`src/rtl/stdin_uart_rx.sv`:
```
// stdin_uart_rx: 8N1 UART receiver with a small first-word fall-through FIFO.
// Feeds received bytes to the CPU read path over a valid/ready handshake.
module stdin_uart_rx #(
  parameter int BAUD       = 104,
  parameter int FIFO_DEPTH = 4
) (
  input  logic       clk,
  input  logic       rstn,
  input  logic       rx,
  output logic [7:0] data,
  output logic       valid,
  input  logic       ready,
  output logic       busy,
  output logic       frame_err,
  output logic       overrun
);

  localparam int AW = $clog2(FIFO_DEPTH);
  localparam int CW = $clog2(BAUD);
  localparam logic [CW-1:0] HALF = CW'(BAUD / 2 - 1);
  localparam logic [CW-1:0] LAST = CW'(BAUD - 1);

  typedef enum logic [1:0] {
    S_IDLE,
    S_START,
    S_DATA,
    S_STOP
  } state_t;

  state_t        r_state;
  logic [CW-1:0] r_cnt;
  logic [2:0]    r_idx;
  logic [7:0]    r_sh;
  logic          r_meta;
  logic          r_rx_s;
  logic          r_rx_d;
  logic [1:0]    r_fill;
  logic          r_armed;
  logic          r_ferr;
  logic          r_ovr;

  logic [7:0]    r_mem [FIFO_DEPTH];
  logic [AW:0]   r_wptr;
  logic [AW:0]   r_rptr;

  logic          w_empty;
  logic          w_full;
  logic          w_pop;
  logic          w_tick;
  logic          w_fall;
  logic          w_push;

  assign w_empty = (r_wptr == r_rptr);
  assign w_full  = (r_wptr[AW] != r_rptr[AW]) &&
                   (r_wptr[AW-1:0] == r_rptr[AW-1:0]);
  assign w_pop   = !w_empty && ready;
  assign w_tick  = (r_cnt == LAST);
  assign w_fall  = r_armed && r_rx_d && !r_rx_s;
  assign w_push  = (r_state == S_STOP) && w_tick && r_rx_s &&
                   (!w_full || w_pop);

  assign data      = r_mem[r_rptr[AW-1:0]];
  assign valid     = !w_empty;
  assign busy      = (r_state != S_IDLE);
  assign frame_err = r_ferr;
  assign overrun   = r_ovr;

  // Synchronise rx; arm edge detection only once a real high has been seen
  // after reset, so a line that is low at reset release cannot start a frame.
  always_ff @(posedge clk or negedge rstn) begin
    if (!rstn) begin
      r_meta  <= 1'b1;
      r_rx_s  <= 1'b1;
      r_rx_d  <= 1'b1;
      r_fill  <= 2'b00;
      r_armed <= 1'b0;
    end else begin
      r_meta <= rx;
      r_rx_s <= r_meta;
      r_rx_d <= r_rx_s;
      r_fill <= {r_fill[0], 1'b1};
      if (r_fill[1] && r_rx_s) r_armed <= 1'b1;
    end
  end

  // Frame FSM: start qualification, data shift, stop check and error pulses.
  always_ff @(posedge clk or negedge rstn) begin
    if (!rstn) begin
      r_state <= S_IDLE;
      r_cnt   <= '0;
      r_idx   <= 3'd0;
      r_sh    <= 8'h00;
      r_ferr  <= 1'b0;
      r_ovr   <= 1'b0;
    end else begin
      r_ferr <= 1'b0;
      r_ovr  <= 1'b0;
      unique case (r_state)
        S_IDLE: begin
          r_cnt <= '0;
          if (w_fall) r_state <= S_START;
        end
        S_START: begin
          if (r_cnt == HALF) begin
            r_cnt <= '0;
            r_idx <= 3'd0;
            r_state <= r_rx_s ? S_IDLE : S_DATA;
          end else begin
            r_cnt <= r_cnt + 1'b1;
          end
        end
        S_DATA: begin
          if (w_tick) begin
            r_cnt <= '0;
            r_sh  <= {r_rx_s, r_sh[7:1]};
            r_idx <= r_idx + 3'd1;
            if (r_idx == 3'd7) r_state <= S_STOP;
          end else begin
            r_cnt <= r_cnt + 1'b1;
          end
        end
        S_STOP: begin
          if (w_tick) begin
            r_cnt   <= '0;
            r_state <= S_IDLE;
            if (!r_rx_s) r_ferr <= 1'b1;
            else if (!w_push) r_ovr <= 1'b1;
          end else begin
            r_cnt <= r_cnt + 1'b1;
          end
        end
        default: r_state <= S_IDLE;
      endcase
    end
  end

  // Receive FIFO storage and wrapping pointers.
  always_ff @(posedge clk or negedge rstn) begin
    if (!rstn) begin
      r_wptr <= '0;
      r_rptr <= '0;
      for (int i = 0; i < FIFO_DEPTH; i++) r_mem[i] <= 8'h00;
    end else begin
      if (w_push) begin
        r_mem[r_wptr[AW-1:0]] <= r_sh;
        r_wptr <= r_wptr + 1'b1;
      end
      if (w_pop) r_rptr <= r_rptr + 1'b1;
    end
  end

endmodule

```
`config.mk`:
```
export PLATFORM = sky130hd
export DESIGN_NAME = stdin_uart_rx
export DESIGN_NICKNAME = d
export VERILOG_FILES = /design/src/rtl/stdin_uart_rx.sv
export SDC_FILE = /design/constraint.sdc
export NUM_CORES = 1
export LEC_CHECK = 0
export ABC_CLOCK_PERIOD_IN_PS = 5100
export BUFFER_PORTS_ARGS = -buffer_cell sky130_fd_sc_hd__clkbuf_2
export CORE_MARGIN = 5
export CORE_UTILIZATION = 40
export DETAILED_ROUTE_END_ITERATION = 8
export PLACE_DENSITY = 0.58
export SLEW_MARGIN = 15
export SYNTH_ARGS = -nofsm -noshare
export SYNTH_HDL_FRONTEND = slang
export SYNTH_SLANG_ARGS = --single-unit
```
`constraint.sdc`:
```
create_clock -name clk -period 5.1 [get_ports clk]
set_clock_uncertainty 0.15 [all_clocks]
set_input_delay 0.51 -clock clk [delete_from_list [all_inputs] [get_ports clk]]
set_output_delay 0.51 -clock clk [all_outputs]
set_load 0.02 [all_outputs]
```
=== Yosys cells after proc, flatten, opt, wreduce, memory -nomap -nowiden ===
Cells that the tools add are included.

* Bitwise logic cells: 2
* Order comparisons: 3
* Add/subtract/negate cells: 4
* Reduce and logical (&&, ||, !) cells: 20
* Eq/ne operators: 14
* Mux-type cells: 26

{| class="wikitable"
|+ Operators with widths
! operator !! count
|-
| bitwise mux 32 bit || 1
|-
| two-way mux 8 bit || 3
|-
| case mux 7 bit (3 select lines) || 1
|-
| binary-select mux 8 bit (select 2 bit) || 1
|-
| demux 8 bit (select 2 bit) || 1
|-
| two-way mux 7 bit || 2
|-
| two-way mux 2 bit || 6
|-
| inequality test 2 bit (second input constant) || 5
|-
| adder 3 x 1 -> 3 bit (second input constant) || 3
|-
| logical AND 1 bit || 9
|-
| case mux 2 bit (4 select lines) || 1
|-
| adder 7 x 1 -> 7 bit (second input constant) || 1
|-
| == test 7 x 6 -> 1 bit (second input constant) || 1
|-
| == test 7 bit (second input constant) || 1
|-
| two-way mux 1 bit || 7
|-
| greater-or-equal comparator 3 bit (second input constant) || 2
|-
| two-way mux 3 bit || 2
|-
| inverter 2 -> 3 bit || 2
|-
| case mux 3 bit (2 select lines) || 1
|-
| AND reduction 5 bit || 1
|-
| == test 2 bit (second input constant) || 2
|-
| nonzero test 2 bit || 2
|-
| == test 3 bit || 1
|-
| == test 3 bit (second input constant) || 1
|-
| 10 further kinds || 12
|}

* Input port bits: 4
* Flip-flop bits (word level): 66
* Logic and storage cells: 86

=== Logic depth before layout (Yosys ltp) ===
* Word-level depth: 9
* Depth in mapped cells: 6
* Depth with buffers taken out: 5

=== Least setup slack after synthesis ===
No wires, ideal clock.

* Kind: reg-to-reg
* Start point: register r_cnt[0]
* End point: register r_sh[1]
* Period minus slack after synthesis: 2.083 ns
* Setup time: 0.125 ns
* Path slack: 3.017 ns
* Path buffers: 1
* Data required time: 4.825 ns
* Arrival time: 1.808 ns
* Cell stages (with the launch flop): 7
* Cells stage by stage: dfrtp_1 -> ha_1 -> nand3b_4 -> nor3_2 -> nor3b_1 -> buf_2 -> mux2_2

* Word-level cells in the longest chain between the ends: 2

{| class="wikitable"
|+ Ends and longest elaborated chain
! what !! RTL line !! RTL
|-
| start: declaration || 31 || <nowiki>logic [CW-1:0] r_cnt;</nowiki>
|-
| start signal: assignment || 109 || <nowiki>r_cnt <= r_cnt + 1'b1;</nowiki>
|-
| start signal: assignment || 119 || <nowiki>r_cnt <= r_cnt + 1'b1;</nowiki>
|-
| start signal: assignment || 129 || <nowiki>r_cnt <= r_cnt + 1'b1;</nowiki>
|-
| == test 7 bit || 57 || <nowiki>assign w_tick = (r_cnt == LAST);</nowiki>
|-
| AND reduction 2 bit (no line) || n/a ||
|-
| end signal: assignment || 115 || <nowiki>r_sh <= {r_rx_s, r_sh[7:1]};</nowiki>
|-
| end: declaration || 33 || <nowiki>logic [7:0] r_sh;</nowiki>
|}

No other way between the ends.
A chain may end at the register's enable or synchronous reset.

=== Final worst setup path ===
* Start point: register r_rptr[0]
* End point: output data[7]

* Word-level cells in the longest chain between the ends: 4

{| class="wikitable"
|+ Ends and longest elaborated chain
! what !! RTL line !! RTL
|-
| start: declaration || 44 || <nowiki>logic [AW:0] r_rptr;</nowiki>
|-
| start signal: assignment || 148 || <nowiki>if (w_pop) r_rptr <= r_rptr + 1'b1;</nowiki>
|-
| inverter 2 -> 3 bit (not written as such) || 62 || <nowiki>assign data = r_mem[r_rptr[AW-1:0]];</nowiki>
|-
| binary-select mux 8 bit (select 2 bit) || 62 ||
|-
| two-way mux 8 bit (not written as such) (2 in a row) || 62 ||
|-
| end: declaration || 10 || <nowiki>output logic [7:0] data,</nowiki>
|}

No other way between the ends. The select of a mux whose other input is x is not followed.

==> summary.md <==
| Metric | Value |
|---|---|
| Starting DRT DRC Count | 73 |
| Worst Slack Setup Final | ~2500 ps |
| Pre-CTS setup slack | between 2000 and 3000 ps |
| CTS tree | done |
| Seq/Total Area, Yosys | a little under three fifths |
| RSZ-0062 raised after global routing | no |
| Highest clock rate | between 300 and 400 MHz |
| Slew HR | 45.8% |
| CTS root buffer | clkbuf_8 |
| Drt total wl | 4940 um |
| Slew Limit Fails | 0 |
| Tmin final | around 2600 ps |
| Die area | around 9000 um^2 |
| Most frequent cells after synthesis | dfrtp_1 (63), mux2_2 (43), nor2_1 (13) |
| Max Root-Sink Buffers | 2 |
| CP top delay family | flip-flops |
| Synth-to-Final Area Change | 12.9% |
| Yosys top cell by area | dfrtp_1 |
| GR Overflow Total | 0 |
| Input/output buffers | 15 |
| Lkg Pwr | 1.60 nW |
| Cell Rows | 31 |
| Total GRT Usage | between 10 and 15% |
| Die extent in y | about 96 um |
| Drt wl/cell | approximately 15 um |
| Post-CTS setup buffers | 0 |
| Endpoints failing setup | 0 |
| Worst path arrival time | roughly 1900 ps |
| Most common cell in the netlist | dfrtp_1 |
| CP max stage cell | dfrtp_1 |
| Max incr delay on CP | about 770 ps |
| Number of flops mapped to enable cells by yosys | 0 |
| Yosys warning count | 0 |
| Initial antenna violation count | 0 |
| Final #Nets | about 240 |
| Synthesized net count | about 210 |
| CP cell instances | mux4_2 -> clkbuf_2 |
| Ant diodes | 0 |
| DPL Wire Length | 3170 um |
| Global-route wire length before repair | between 8000 and 9000 um |
| Synth area leaders | dfrtp_1 (54%), mux2_2 (17%), mux4_2 (6.1%), ha_1 (3.4%), xnor2_1 (3.0%) |
| CP Launch Type | flop |
| # clock sinks | between 60 and 70 |
| Worst-Margin Slew | approximately 800 ps |
| Max-cap violations | 0 |
| Worst hold margin | between 90 and 100 ps |
| Final period utilization | 50.3% |
| Final Wtd Congestion | around 0.70 |
| Max H-tree Level | 3 |
| Largest net degree at the start of global routing | 67 |
| Synth unique cells | 38 |
| CP Class | reg2out |
| Crit path required time | 4440 ps |
| #FFs+latches synth | between 60 and 70 |
| Initial Utilization | 40.9% |
| Number of routed nets with antenna violations | 0 |
| Setup TNS | 0 ps |
| Crit. End Element | output port |
| TritonCTS buffer count | 9 |
| Hold_buf cts | 0 |
| Core area | between 7000 and 8000 um^2 |
| Worst-Skew Late Latency | 340 ps |
| Min-delay worst type | in2reg |
| Status | finished, final reports clean |
| Post-synthesis cell area | between 2000 and 3000 um^2 |
| # IOs | 16 |
| CP max FO | 11 |
| Worst Path Buf+Inv | 1 |
| Ys flop type | dfrtp_1 |
| PostCTS Resize Cnt | 0 |
| Clock transition at path regs | approximately 70 ps |
| Die span in x | 95.6 um |
| Layout cells sized above 1 | about two fifths |
| Pwr dens | 329 nW/um^2 |
| Final core occ | 46.1% |
| Pre-Repair DR Iteration Count | 3 |
| Number of remaining DRC errors | 0 |
| Power Total | 0.00109 W |
| Asr flop ratio synth | 100% |
| Via Count | ~1.6k |
| Syn Inst Count | 200 |
| Avg Cell Area, Syn | approximately 15 um^2 |
| Vias in the first global route | 1,652 |
| Top-area cell type share of the netlist area | a little over half |
| Max VDD drop | about 0.13 mV |
| Vias per inst | approximately 4.8 |
| Final hold vios | 0 |
==> path summary, 6_finish.rpt <==
check,cells after the start,startpoint,end,slack (ps)
setup / recovery,2,r_rptr[0]$_DFFE_PN0P_,data[7],2530
hold / removal,1,rx,r_meta$_DFF_PN1_,100
setup reg to reg,4,r_rptr[0]$_DFFE_PN0P_,r_mem[2]$_DFFE_PN0P_,2770
hold reg to reg,0,r_fill[0]$_DFF_PN0_,r_fill[1]$_DFF_PN0_,200
max in group asynchronous,2,rstn,r_mem[24]$_DFFE_PN0P_,4080
min in group asynchronous,2,rstn,r_fill[0]$_DFF_PN0_,190
==> placed cells by master, fill, tap and decap left out, drive strengths merged, types with 2 or more instances in the layout <==
cell type  count
a21o           2
a22o           2
and3           2
buf            3
clkbuf        24
clkinvlp       3
dfrtp         63
dfstp          3
ha             8
inv            6
mux2          43
mux4           8
nand2          7
nand3          5
nand3b         3
nand4          3
nor2          13
xnor2         10
xor2           2
==> through the flow <==
step | area, um^2 | std cells
2_1_floorplan | 2930 | 200
3_3_place_gp | 3120 | 311
3_5_place_dp | 3120 | 311
4_1_cts | 3310 | 327
5_1_grt | 3310 | 327
6_report | 3310 | 327
==> registers in the layout, indices dropped and copies added, names as in the netlist, named ones only <==
signal,cells
frame_err,1
overrun,1
r_armed,1
r_cnt,7
r_fill,2
r_idx,3
r_mem,32
r_meta,1
r_rptr,3
r_rx_d,1
r_rx_s,1
r_sh,8
r_state,1
r_wptr,3
==> area by class of cell <==
type / count / area (um^2)
fillers: 631 / 3860
flip-flops and latches: 66 / 1660
multi-input cells: 124 / 1230
inverters: 5 / 18.8
well taps: 99 / 124
clock inverters: 6 / 66.3
repair buffers: 17 / 90.1
clock buffers: 10 / 128
==> logic make-up (layout without fill, tap and decap cells) <==
family / Yosys count / in the layout / synth area share (%)
simple gates: 43 / 43 / 9.56
flops: 66 / 66 / 56.5
other cells: 1 / 1 / 0.128
fa+ha+maj: 8 / 8 / 3.41
buf+inv: 10 / 38 / 1.62
mux: 51 / 51 / 22.7
compound gates: 9 / 9 / 2.56
xor+xnor: 12 / 12 / 3.59
==> routing by layer <==
metal	vias to the layer above	wire, um	global-route usage (%)
met5	-	0	0
met4	0	117	7.46
met3	9	130	3.63
met2	18	2140	17.1
met1	788	2550	18.6
li1	766	-	-
==> power breakdown <==
part           leakage, nW  internal, W  switching [W]
combinational        0.619    0.0000347      0.0000451
clock               0.0889     0.000226       0.000207
sequential           0.892     0.000547      0.0000285
Note: power is estimated with default switching activity, not from simulation.
